==> src/rtl/rock_pkg.sv <==
// Shared types and constants for the rocking controller: FSM state codes,
// default parameter values and the level-saturation helper.
package rock_pkg;

    localparam int DEF_DATA_W     = 8;
    localparam int DEF_LVL_W      = 3;
    localparam int DEF_PRESC_W    = 8;
    localparam int DEF_HOLD_TICKS = 4;
    localparam int DEF_HR_TIMEOUT = 16;
    localparam int STATE_W        = 3;

    typedef enum logic [STATE_W-1:0] {
        ST_IDLE      = 3'd0,
        ST_RAMP_UP   = 3'd1,
        ST_HOLD      = 3'd2,
        ST_RAMP_DOWN = 3'd3,
        ST_FAULT     = 3'd4
    } rock_state_e;

    function automatic int lvl_max(input int lvl_w);
        return (1 << lvl_w) - 1;
    endfunction

endpackage

==> src/rtl/rock_regelaar_tick_gen.sv <==
// Tick prescaler: pulses o_tick once every i_tick_div+1 clock cycles.
// A new divider value is only picked up when the counter reloads.
module tick_gen
#(
    parameter int PRESC_W = 8
) (
    input  logic               i_clk,
    input  logic               i_reset,
    input  logic [PRESC_W-1:0] i_tick_div,
    output logic               o_tick
);

    logic [PRESC_W-1:0] r_cnt;

    // Tick is suppressed while reset is held so the first tick lands on the first free cycle.
    assign o_tick = (r_cnt == '0) && !i_reset;

    always_ff @(posedge i_clk) begin
        if (i_reset) begin
            r_cnt <= '0;
        end else if (o_tick) begin
            r_cnt <= i_tick_div;
        end else begin
            r_cnt <= r_cnt - 1'b1;
        end
    end

endmodule

==> src/rtl/rock_regelaar.sv <==
// Rocking controller: per tick maps cry volume onto amplitude/frequency levels
// via a ramp/hold FSM; heart-rate limit and heartbeat watchdog force a sticky fault.
module rock_regelaar
    import rock_pkg::*;
#(
    parameter int DATA_W     = DEF_DATA_W,
    parameter int LVL_W      = DEF_LVL_W,
    parameter int PRESC_W    = DEF_PRESC_W,
    parameter int HOLD_TICKS = DEF_HOLD_TICKS,
    parameter int HR_TIMEOUT = DEF_HR_TIMEOUT
) (
    input  logic               clk,
    input  logic               reset,
    input  logic [PRESC_W-1:0] tick_div,
    input  logic [DATA_W-1:0]  huil_vol,
    input  logic               huil_valid,
    input  logic [DATA_W-1:0]  hartslag,
    input  logic               hart_valid,
    input  logic [DATA_W-1:0]  huil_drempel,
    input  logic [DATA_W-1:0]  hart_max,
    output logic [LVL_W-1:0]   amp,
    output logic [LVL_W-1:0]   freq,
    output logic               error,
    output logic [STATE_W-1:0] state
);

    localparam int CNT_W = $clog2(HOLD_TICKS + 1);
    localparam int WD_W  = $clog2(HR_TIMEOUT + 1);
    localparam logic [LVL_W-1:0] LVL_MAX = LVL_W'(lvl_max(LVL_W));

    function automatic logic [LVL_W-1:0] lvl_inc(input logic [LVL_W-1:0] v);
        return (v == LVL_MAX) ? v : v + LVL_W'(1);
    endfunction

    function automatic logic [LVL_W-1:0] lvl_dec(input logic [LVL_W-1:0] v);
        return (v == '0) ? v : v - LVL_W'(1);
    endfunction

    logic               w_tick;
    logic [DATA_W-1:0]  r_vol;
    rock_state_e        r_state;
    rock_state_e        w_state_nxt;
    logic [LVL_W-1:0]   r_amp;
    logic [LVL_W-1:0]   w_amp_nxt;
    logic [LVL_W-1:0]   r_freq;
    logic [LVL_W-1:0]   w_freq_nxt;
    logic [CNT_W-1:0]   r_cnt;
    logic [CNT_W-1:0]   w_cnt_nxt;
    logic [CNT_W-1:0]   w_cnt_inc;
    logic [WD_W-1:0]    r_wd;
    logic [WD_W-1:0]    w_wd_nxt;
    logic [WD_W-1:0]    w_wd_inc;
    logic               r_err;
    logic               w_err_nxt;
    logic               w_cry;
    logic               w_hfault;
    logic               w_wd_active;
    logic               w_wd_expire;

    tick_gen #(
        .PRESC_W (PRESC_W)
    ) u_tick_gen (
        .i_clk      (clk),
        .i_reset    (reset),
        .i_tick_div (tick_div),
        .o_tick     (w_tick)
    );

    // The stored volume (not the one being strobed now) decides this tick.
    assign w_cry       = (r_vol >= huil_drempel);
    assign w_hfault    = hart_valid && (hartslag > hart_max);
    assign w_wd_active = (r_state == ST_RAMP_UP) || (r_state == ST_HOLD) ||
                         (r_state == ST_RAMP_DOWN);
    assign w_wd_inc    = r_wd + WD_W'(1);
    assign w_wd_expire = w_wd_active && w_tick && !hart_valid &&
                         (w_wd_inc == WD_W'(HR_TIMEOUT));
    assign w_cnt_inc   = r_cnt + CNT_W'(1);

    always_comb begin
        w_state_nxt = r_state;
        w_amp_nxt   = r_amp;
        w_freq_nxt  = r_freq;
        w_cnt_nxt   = r_cnt;
        w_err_nxt   = r_err;
        if (!w_wd_active || hart_valid) begin
            w_wd_nxt = '0;
        end else if (w_tick) begin
            w_wd_nxt = w_wd_inc;
        end else begin
            w_wd_nxt = r_wd;
        end

        // Fault entry overrides any coinciding tick transition.
        if ((r_state == ST_FAULT) || w_hfault || w_wd_expire) begin
            w_state_nxt = ST_FAULT;
            w_amp_nxt   = '0;
            w_freq_nxt  = '0;
            w_cnt_nxt   = '0;
            w_wd_nxt    = '0;
            w_err_nxt   = 1'b1;
        end else if (w_tick) begin
            case (r_state)
                ST_IDLE: begin
                    w_amp_nxt  = '0;
                    w_freq_nxt = '0;
                    if (!w_cry) begin
                        w_cnt_nxt = '0;
                    end else if (w_cnt_inc == CNT_W'(HOLD_TICKS)) begin
                        w_cnt_nxt   = '0;
                        w_state_nxt = ST_RAMP_UP;
                    end else begin
                        w_cnt_nxt = w_cnt_inc;
                    end
                end
                ST_RAMP_UP: begin
                    if (w_cry) begin
                        w_amp_nxt  = lvl_inc(r_amp);
                        w_freq_nxt = lvl_inc(r_freq);
                    end else begin
                        w_cnt_nxt   = '0;
                        w_state_nxt = ST_HOLD;
                    end
                end
                ST_HOLD: begin
                    if (w_cry) begin
                        w_cnt_nxt   = '0;
                        w_state_nxt = ST_RAMP_UP;
                    end else if (w_cnt_inc == CNT_W'(HOLD_TICKS)) begin
                        w_cnt_nxt   = '0;
                        w_state_nxt = ST_RAMP_DOWN;
                    end else begin
                        w_cnt_nxt = w_cnt_inc;
                    end
                end
                ST_RAMP_DOWN: begin
                    if (w_cry) begin
                        w_state_nxt = ST_RAMP_UP;
                    end else begin
                        w_amp_nxt  = lvl_dec(r_amp);
                        w_freq_nxt = lvl_dec(r_freq);
                        if ((w_amp_nxt == '0) && (w_freq_nxt == '0)) begin
                            w_state_nxt = ST_IDLE;
                        end
                    end
                end
                default: begin
                    w_state_nxt = ST_IDLE;
                end
            endcase
        end
    end

    always_ff @(posedge clk) begin
        if (reset) begin
            r_state <= ST_IDLE;
            r_amp   <= '0;
            r_freq  <= '0;
            r_cnt   <= '0;
            r_wd    <= '0;
            r_err   <= 1'b0;
            r_vol   <= '0;
        end else begin
            r_state <= w_state_nxt;
            r_amp   <= w_amp_nxt;
            r_freq  <= w_freq_nxt;
            r_cnt   <= w_cnt_nxt;
            r_wd    <= w_wd_nxt;
            r_err   <= w_err_nxt;
            if (huil_valid) begin
                r_vol <= huil_vol;
            end
        end
    end

    assign amp   = r_amp;
    assign freq  = r_freq;
    assign error = r_err;
    assign state = r_state;

endmodule
==> config.mk <==
export PLATFORM = sky130hd
export DESIGN_NAME = rock_regelaar
export DESIGN_NICKNAME = d
export VERILOG_FILES = /design/src/rtl/rock_pkg.sv /design/src/rtl/rock_regelaar_tick_gen.sv /design/src/rtl/rock_regelaar.sv
export SDC_FILE = /design/constraint.sdc
export NUM_CORES = 1
export LEC_CHECK = 0
export ABC_AREA = 1
export BUFFER_PORTS_ARGS = -buffer_cell sky130_fd_sc_hd__clkbuf_2
export CORE_ASPECT_RATIO = 0.9
export CORE_MARGIN = 2
export CORE_UTILIZATION = 55
export CTS_CLUSTER_DIAMETER = 50
export DETAILED_ROUTE_END_ITERATION = 10
export PLACE_DENSITY = 0.81
export SETUP_SLACK_MARGIN = 0.05
export SLEW_MARGIN = 20
export SYNTH_ARGS = -nofsm -noshare
export SYNTH_HDL_FRONTEND = slang
export SYNTH_SLANG_ARGS = --single-unit
==> constraint.sdc <==
create_clock -name clk -period 2.3 [get_ports clk]
set_input_delay 0.46 -clock clk [delete_from_list [all_inputs] [get_ports clk]]
set_output_delay 0.46 -clock clk [all_outputs]
set_load 0.005 [all_outputs]
==> results of run 1 <==
[cells by family (layout without fill, tap and decap cells)]
logic type,after synthesis,after routing,share of synthesized area (%)
and+or+nand+nor,168,168,31.4
buffers and inverters,60,117,9.49
AOI/OAI and AO/OA,56,56,12.1
DFF,34,34,27.8
adders and majority gates,30,30,15.3
xor gates and xnor gates,10,10,3.88
[power groups by stage]
stage | clock network, uW | registers [uW] | logic, uW
after floorplan | 0 | 751 | 584
after global placement | 0 | 760 | 722
after detailed placement | 0 | 764 | 743
after CTS | 570 | 751 | 751
after global routing | 587 | 762 | 867
final | 561 | 753 | 745
[metrics by stage]
stage | util, % | power, uW | hold WS, ns | setup WS, ns | std cells
floorplan | - | 1340 | 0.405 | 0.515 | 358
global placement | 63.6 | 1480 | 0.417 | 0.279 | 470
detailed placement | 63.6 | 1510 | 0.426 | 0.198 | 470
CTS | 66.1 | 2070 | 0.388 | 0.451 | 477
global route | 66.1 | 2220 | 0.401 | 0.239 | 477
finish | 66.1 | 2060 | 0.388 | 0.478 | 477
[sequential cells by signal, summed over array words and instances, names as in the netlist]
register,flops
error,1
r_wd,5
u_tick_gen.r_cnt,8
r_vol,8
state,3
freq,3
amp,3
r_cnt,3
[cell type report]
class | instances | area (um^2)
Clock buffer | 6 | 82.6
Clock inverter | 1 | 30.0
Fill cell | 400 | 1480
Inverter | 56 | 210
Multi-Input combinational cell | 264 | 1540
Sequential cell | 34 | 681
Tap cell | 62 | 77.6
Timing Repair Buffer | 54 | 273
[Yosys cell counts, types with 3 or more instances]
cell | n | area [um^2]
nand3_1 | 13 | 65.1
inv_2 | 8 | 30.0
inv_1 | 47 | 176
nand2_2 | 3 | 18.8
nor2_2 | 3 | 18.8
nor2_4 | 4 | 45.0
o21ai_0 | 25 | 125
nor2_1 | 47 | 176
nand2_1 | 84 | 315
ha_1 | 30 | 375
clkbuf_1 | 3 | 11.3
nand3_2 | 4 | 40.0
xor2_1 | 4 | 35.0
a21oi_1 | 21 | 105
xnor2_1 | 5 | 43.8
dfxtp_1 | 34 | 681
[final timing paths]
| path | startpoint | slack [ns] | depth (start not counted) | end |
|---|---|---|---|---|
| setup / recovery | r_wd[0] | 0.48 | 9 | r_wd[3] |
| hold / removal | huil_vol[3] | 0.39 | 3 | r_vol[3] |
| setup reg to reg | r_wd[0] | 0.48 | 9 | r_wd[3] |
| hold reg to reg | u_tick_gen.r_cnt[0] | 0.43 | 1 | u_tick_gen.r_cnt[0] |
[worst max-delay path, stage by stage, from the launching register on]
cell and delay, ns:
dfxtp_1 0.42, ha_1 0.22, nand3_1 0.10, xor2_1 0.18, nor2_1 0.07, nand2_1 0.07
nand3_2 0.11, nor2_4 0.26, nand2_1 0.19, a21oi_1 0.15
[layer usage]
layer	wire (um)	GRT usage (%)	up-vias
met1	2380	25.5	993
met2	2270	36.9	51
met4	85	8.48	0
met3	228	3.88	9
met5	0	0	-
li1	-	-	1251
==> reports/metrics.csv, run 1 <==
metric;value;unit
initial core utilization;56.1;%
switching portion of total power;35.8;%
diodes inserted;0;
warnings from Yosys;0;
via count;2304;
initial antenna violation count;0;
Yosys cell types;34;
final worst path period share;79.2;%
Max Cap Viol;0;
Clock Tree Buf Depth;2;
internal cell power;1320;uW
gr usage total;21.1;%
Layout Skew;0.00914;ns
FMAX;0.549;GHz
P&R area growth vs syn;18.0;%
number of post-CTS setup repair buffers;0;
Seq pwr share;36.6;%
# DRC;0;
Worst Path Required;2.52;ns
RSZ-0062 raised after global routing;no;
largest net degree at the start of global routing;20;
post_cts resized;0;
Post-synth EDFFs;0;
worst setup path category;flop to flop;
htree depth;2;
Crit Path Max Fanout;12;
Die Wd;74.4;um
Routed Antenna Nets;0;
Site Rows;23;
startpoint types;flop;
fraction of registers with async set or reset after synthesis;0;%
Post-synth top flop;dfxtp_1;
GRT overflow;0;
synthesized instance count;358;
Period minus WS final;1.82;ns
hold bufs inserted after CTS;0;
Combinational Power Share;36.2;%
root buffer cell;clkbuf_8;
1st-iter DRT viols;111;
Post-Layout Inst Area;2890;um^2
status;finished clean;
power per cell area;712;nW/um^2
Max transition margin;80.4;%
clock share of power;27.2;%
Post-Syn Area per Cell;6.85;um^2
Min-Delay Path Class;primary input to flop;
Die Y;67.3;um
final hold vios;0;
nets@finish;489;
layout cell share with drive strength beyond 1;21.9;%
net switching power;737;uW
Crit path arrival time;2.04;ns
drt via density;4.83;
drt total wl;4960;um
clk_lat worst skew;0.29;ns
commonest non-fill, non-tap cell in the layout;nand2_1;
detailed-route wire length per cell;10.4;um
Die Area;5010;um^2
leakage;0.00156;uW
Top Ports;54;
Area after DPL;2780;um^2
worst slew pin tran;0.293;ns
first-pass GRT wire length;8260;um
final setup fails;0;
CTS tree;done;
commonest cells after routing, fill and taps aside;nand2_1, clkbuf_2, inv_1, nor2_1, dfxtp_1;
sequential element share of the synthesized area;27.8;%
synthesized cell area;2450;um^2
port bufs;53;
Detailed Place HPWL;3910;um
crit path capture type;flop;
Syn Nets;432;
Peak VDD IR;494;uV
Worst-path clk slew;0.07;ns
vias in the first global route;2038;
Core ar.;4370;um^2
RD Place Congestion;0.874;
Setup Total Neg Slack;0;ns
max-slew violation count;0;
CTS buffer count;5;
Yosys reg bits;34;
CTS sink count;34;
first drt pass iteration count;4;
No activity file was read; power rests on OpenSTA's default activity.
==> run 2: changes to the inputs <==
--- a/config.mk
+++ b/config.mk
@@ -5,14 +5,14 @@
 export SDC_FILE = /design/constraint.sdc
 export NUM_CORES = 1
 export LEC_CHECK = 0
-export ABC_AREA = 1
+export ABC_AREA = 0
 export BUFFER_PORTS_ARGS = -buffer_cell sky130_fd_sc_hd__clkbuf_2
 export CORE_ASPECT_RATIO = 0.9
 export CORE_MARGIN = 2
 export CORE_UTILIZATION = 55
 export CTS_CLUSTER_DIAMETER = 50
 export DETAILED_ROUTE_END_ITERATION = 10
-export PLACE_DENSITY = 0.81
+export PLACE_DENSITY = 0.8
 export SETUP_SLACK_MARGIN = 0.05
 export SLEW_MARGIN = 20
 export SYNTH_ARGS = -nofsm -noshare
==> constraint.sdc (replaced) <==
create_clock -name clk -period 1.8 [get_ports clk]
set_input_delay 0.36 -clock clk [delete_from_list [all_inputs] [get_ports clk]]
set_output_delay 0.36 -clock clk [all_outputs]
set_load 0.005 [all_outputs]
==> reports/metrics.csv, run 2 <==
metric;value;unit
status;finished, violations left;
violated checks;setup timing;
FMAX;0.440;GHz
crit path capture type;flop;
Post-synth EDFFs;0;
Yosys cell types;53;
CTS tree;done;
via count;3117;
P&R area growth vs syn;56.6;%
Die Area;5120;um^2
vias in the first global route;2923;
Detailed Place HPWL;5140;um
Max Cap Viol;0;
port bufs;53;
Tot Pwr;2860;uW
Worst Path Required;2.02;ns
GR met1 Demand/Resource;35.8;%
GRT Max-Usage Layer;met2;
worst slew pin tran;0.494;ns
critical-path cell list;inv_2, ha_4, a31oi_4, nor2b_4, o21a_4, or4_4, a2111o_1, a31oi_1;
first drt pass iteration count;5;
top cells by area, synth;dfxtp_1, ha_1, mux2i_1;
ranking of synthesized cells by instance count;dfxtp_1, nor2_1, ha_1;
synthesized cell area;2510;um^2
Syn Nets;384;
CP Buf/Inv Count;1;
Crit-path slowest cell;or4_4;
final hold vios;0;
commonest non-fill, non-tap cell in the layout;buf_4;
GRT overflow;0;
final setup fails;12;
leakage;0.00177;uW
first-pass GRT wire length;13100;um
largest net degree at the start of global routing;20;
Top Ports;54;
diodes inserted;0;
worst setup path category;flop to flop;
Post-Syn Area per Cell;8.09;um^2
Core ar.;4430;um^2
root buffer cell;clkbuf_8;
max-slew violation count;0;
Crit path arrival time;2.49;ns
Peak VDD IR;876;uV
nets@finish;499;
final worst path period share;126;%
RSZ-0062 raised after global routing;yes;
Min-Delay Path Class;primary input to flop;
cell taking the most area after synthesis;dfxtp_1;
reg2reg setup slack;-0.47;ns
Setup Total Neg Slack;-2.89;ns
Layout Skew;0.0102;ns
startpoint types;flop;
Post-synth top flop;dfxtp_1;
count leader, synth;dfxtp_1;
Crit Path Max Fanout;3;
synthesized instance count;310;
slack of the critical path;-0.473;ns
initial core utilization;56.6;%
Die Wd;75.2;um
Largest delay share family, worst path;compound AO/OA/AOI/OAI gates;
worst slack, placed;-0.460;ns
Die Y;68.1;um
sequential element share of the synthesized area;27.1;%
htree depth;2;
Worst-path clk slew;0.08;ns
GR Util met3;6.77;%
met2 GRT Util;60.5;%
Routed Antenna Nets;0;
CTS buffer count;5;
Period minus WS final;2.27;ns
drt via density;6.40;
post-synth top area share;27.1;%
initial antenna violation count;0;
Max stage delay on crit path;0.49;ns
1st-iter DRT viols;390;
clk_lat worst skew;0.30;ns
drt total wl;9610;um
CTS sink count;34;
fraction of registers with async set or reset after synthesis;0;%
commonest cells after routing, fill and taps aside;buf_4, clkbuf_2, nor2_1;
# DRC;0;
Max transition margin;67.0;%
biggest registers after layout;r_vol x8, u_tick_gen.r_cnt x8, r_wd x5;
layout cell share with drive strength beyond 1;50.1;%
power per cell area;728;nW/um^2
Site Rows;23;
Yosys reg bits;34;
Clock Tree Buf Depth;2;
gr usage total;33.4;%
warnings from Yosys;0;
number of fill cells;227;
RD Place Congestion;0.915;
detailed-route wire length per cell;19.7;um
-- run 2: cell count changes after synthesis, sizes merged, moves of 9 or more --
cell / before / now
mux2i: 0 / 14
nand2: 87 / 22
inv: 55 / 28
nor2: 54 / 33
nand3: 17 / 8
o21ai: 27 / 11
-- run 2: final timing paths --
check | startpoint | endpoint | cells past startpoint
worst max-delay path | r_vol[0] | freq[0] | 8
worst min-delay path | huil_vol[5] | r_vol[5] | 3
worst max register to register | r_vol[0] | freq[0] | 8
worst min register to register | error | error | 2
-- run 2: metrics by stage --
step	std cells	hold slack [ns]	utilization (%)	cell area (um^2)
floorplan	310	0.442	-	2660
global placement	467	0.436	75.7	3360
detailed placement	467	0.446	75.7	3360
CTS	483	0.308	84.9	3760
global route	487	0.338	88.6	3930
finish	487	0.303	88.6	3930
-- run 2: report_power, final --
part	internal (uW)	leakage, uW	switching (uW)	total [uW]
sequential	852	0.000283	85.7	937
combinational	678	0.00145	680	1360
clock	266	0.0000373	297	563
total	1790	0.00177	1060	2860
-- run 2: final cells by class --
class                   instances  area [um^2]  area share [%]
clock buffers                   6         72.6            1.85
clock inverters                 1         7.51           0.191
multi-input cells             234         2100            53.5
inverters                      28          113            2.87
repair buffers                122          856            21.8
flip-flops and latches         34          698            17.8
well taps                      62         77.6            1.98
-- run 2: cells by family (layout without fill, tap and decap cells) --
group                    Yosys count  in the layout  synth area share, %
adder cells (fa/ha/maj)           30             30                 15.0
flip-flops                        34             34                 27.1
AO/OA/AOI/OAI                     77             77                 21.7
XOR/XNOR                          10             10                 3.49
AND/OR/NAND/NOR                  103            103                 20.6
multiplexers                      14             14                 5.59
buffers and inverters             42            157                 6.54
-- run 2: timing repair --
action | CTS | global route
pin swaps | 28 | 24
hold buffers | 0 | 0
resized for setup | 61 | 35
setup endpoints to repair | 16 | 16
setup buffers | 9 | 6
cloned | 1 | 0
-- run 2: worst min-delay path: stages --
cell and delay [ns]:
clkbuf_2 0.08, mux2i_1 0.06, nor2_1 0.08
-- run 2: layer usage --
metal / vias up / wire, um
met3: 82 / 732
met1: 1447 / 3420
met2: 232 / 4760
met4: 0 / 697
li1: 1356 / -
met5: - / 0
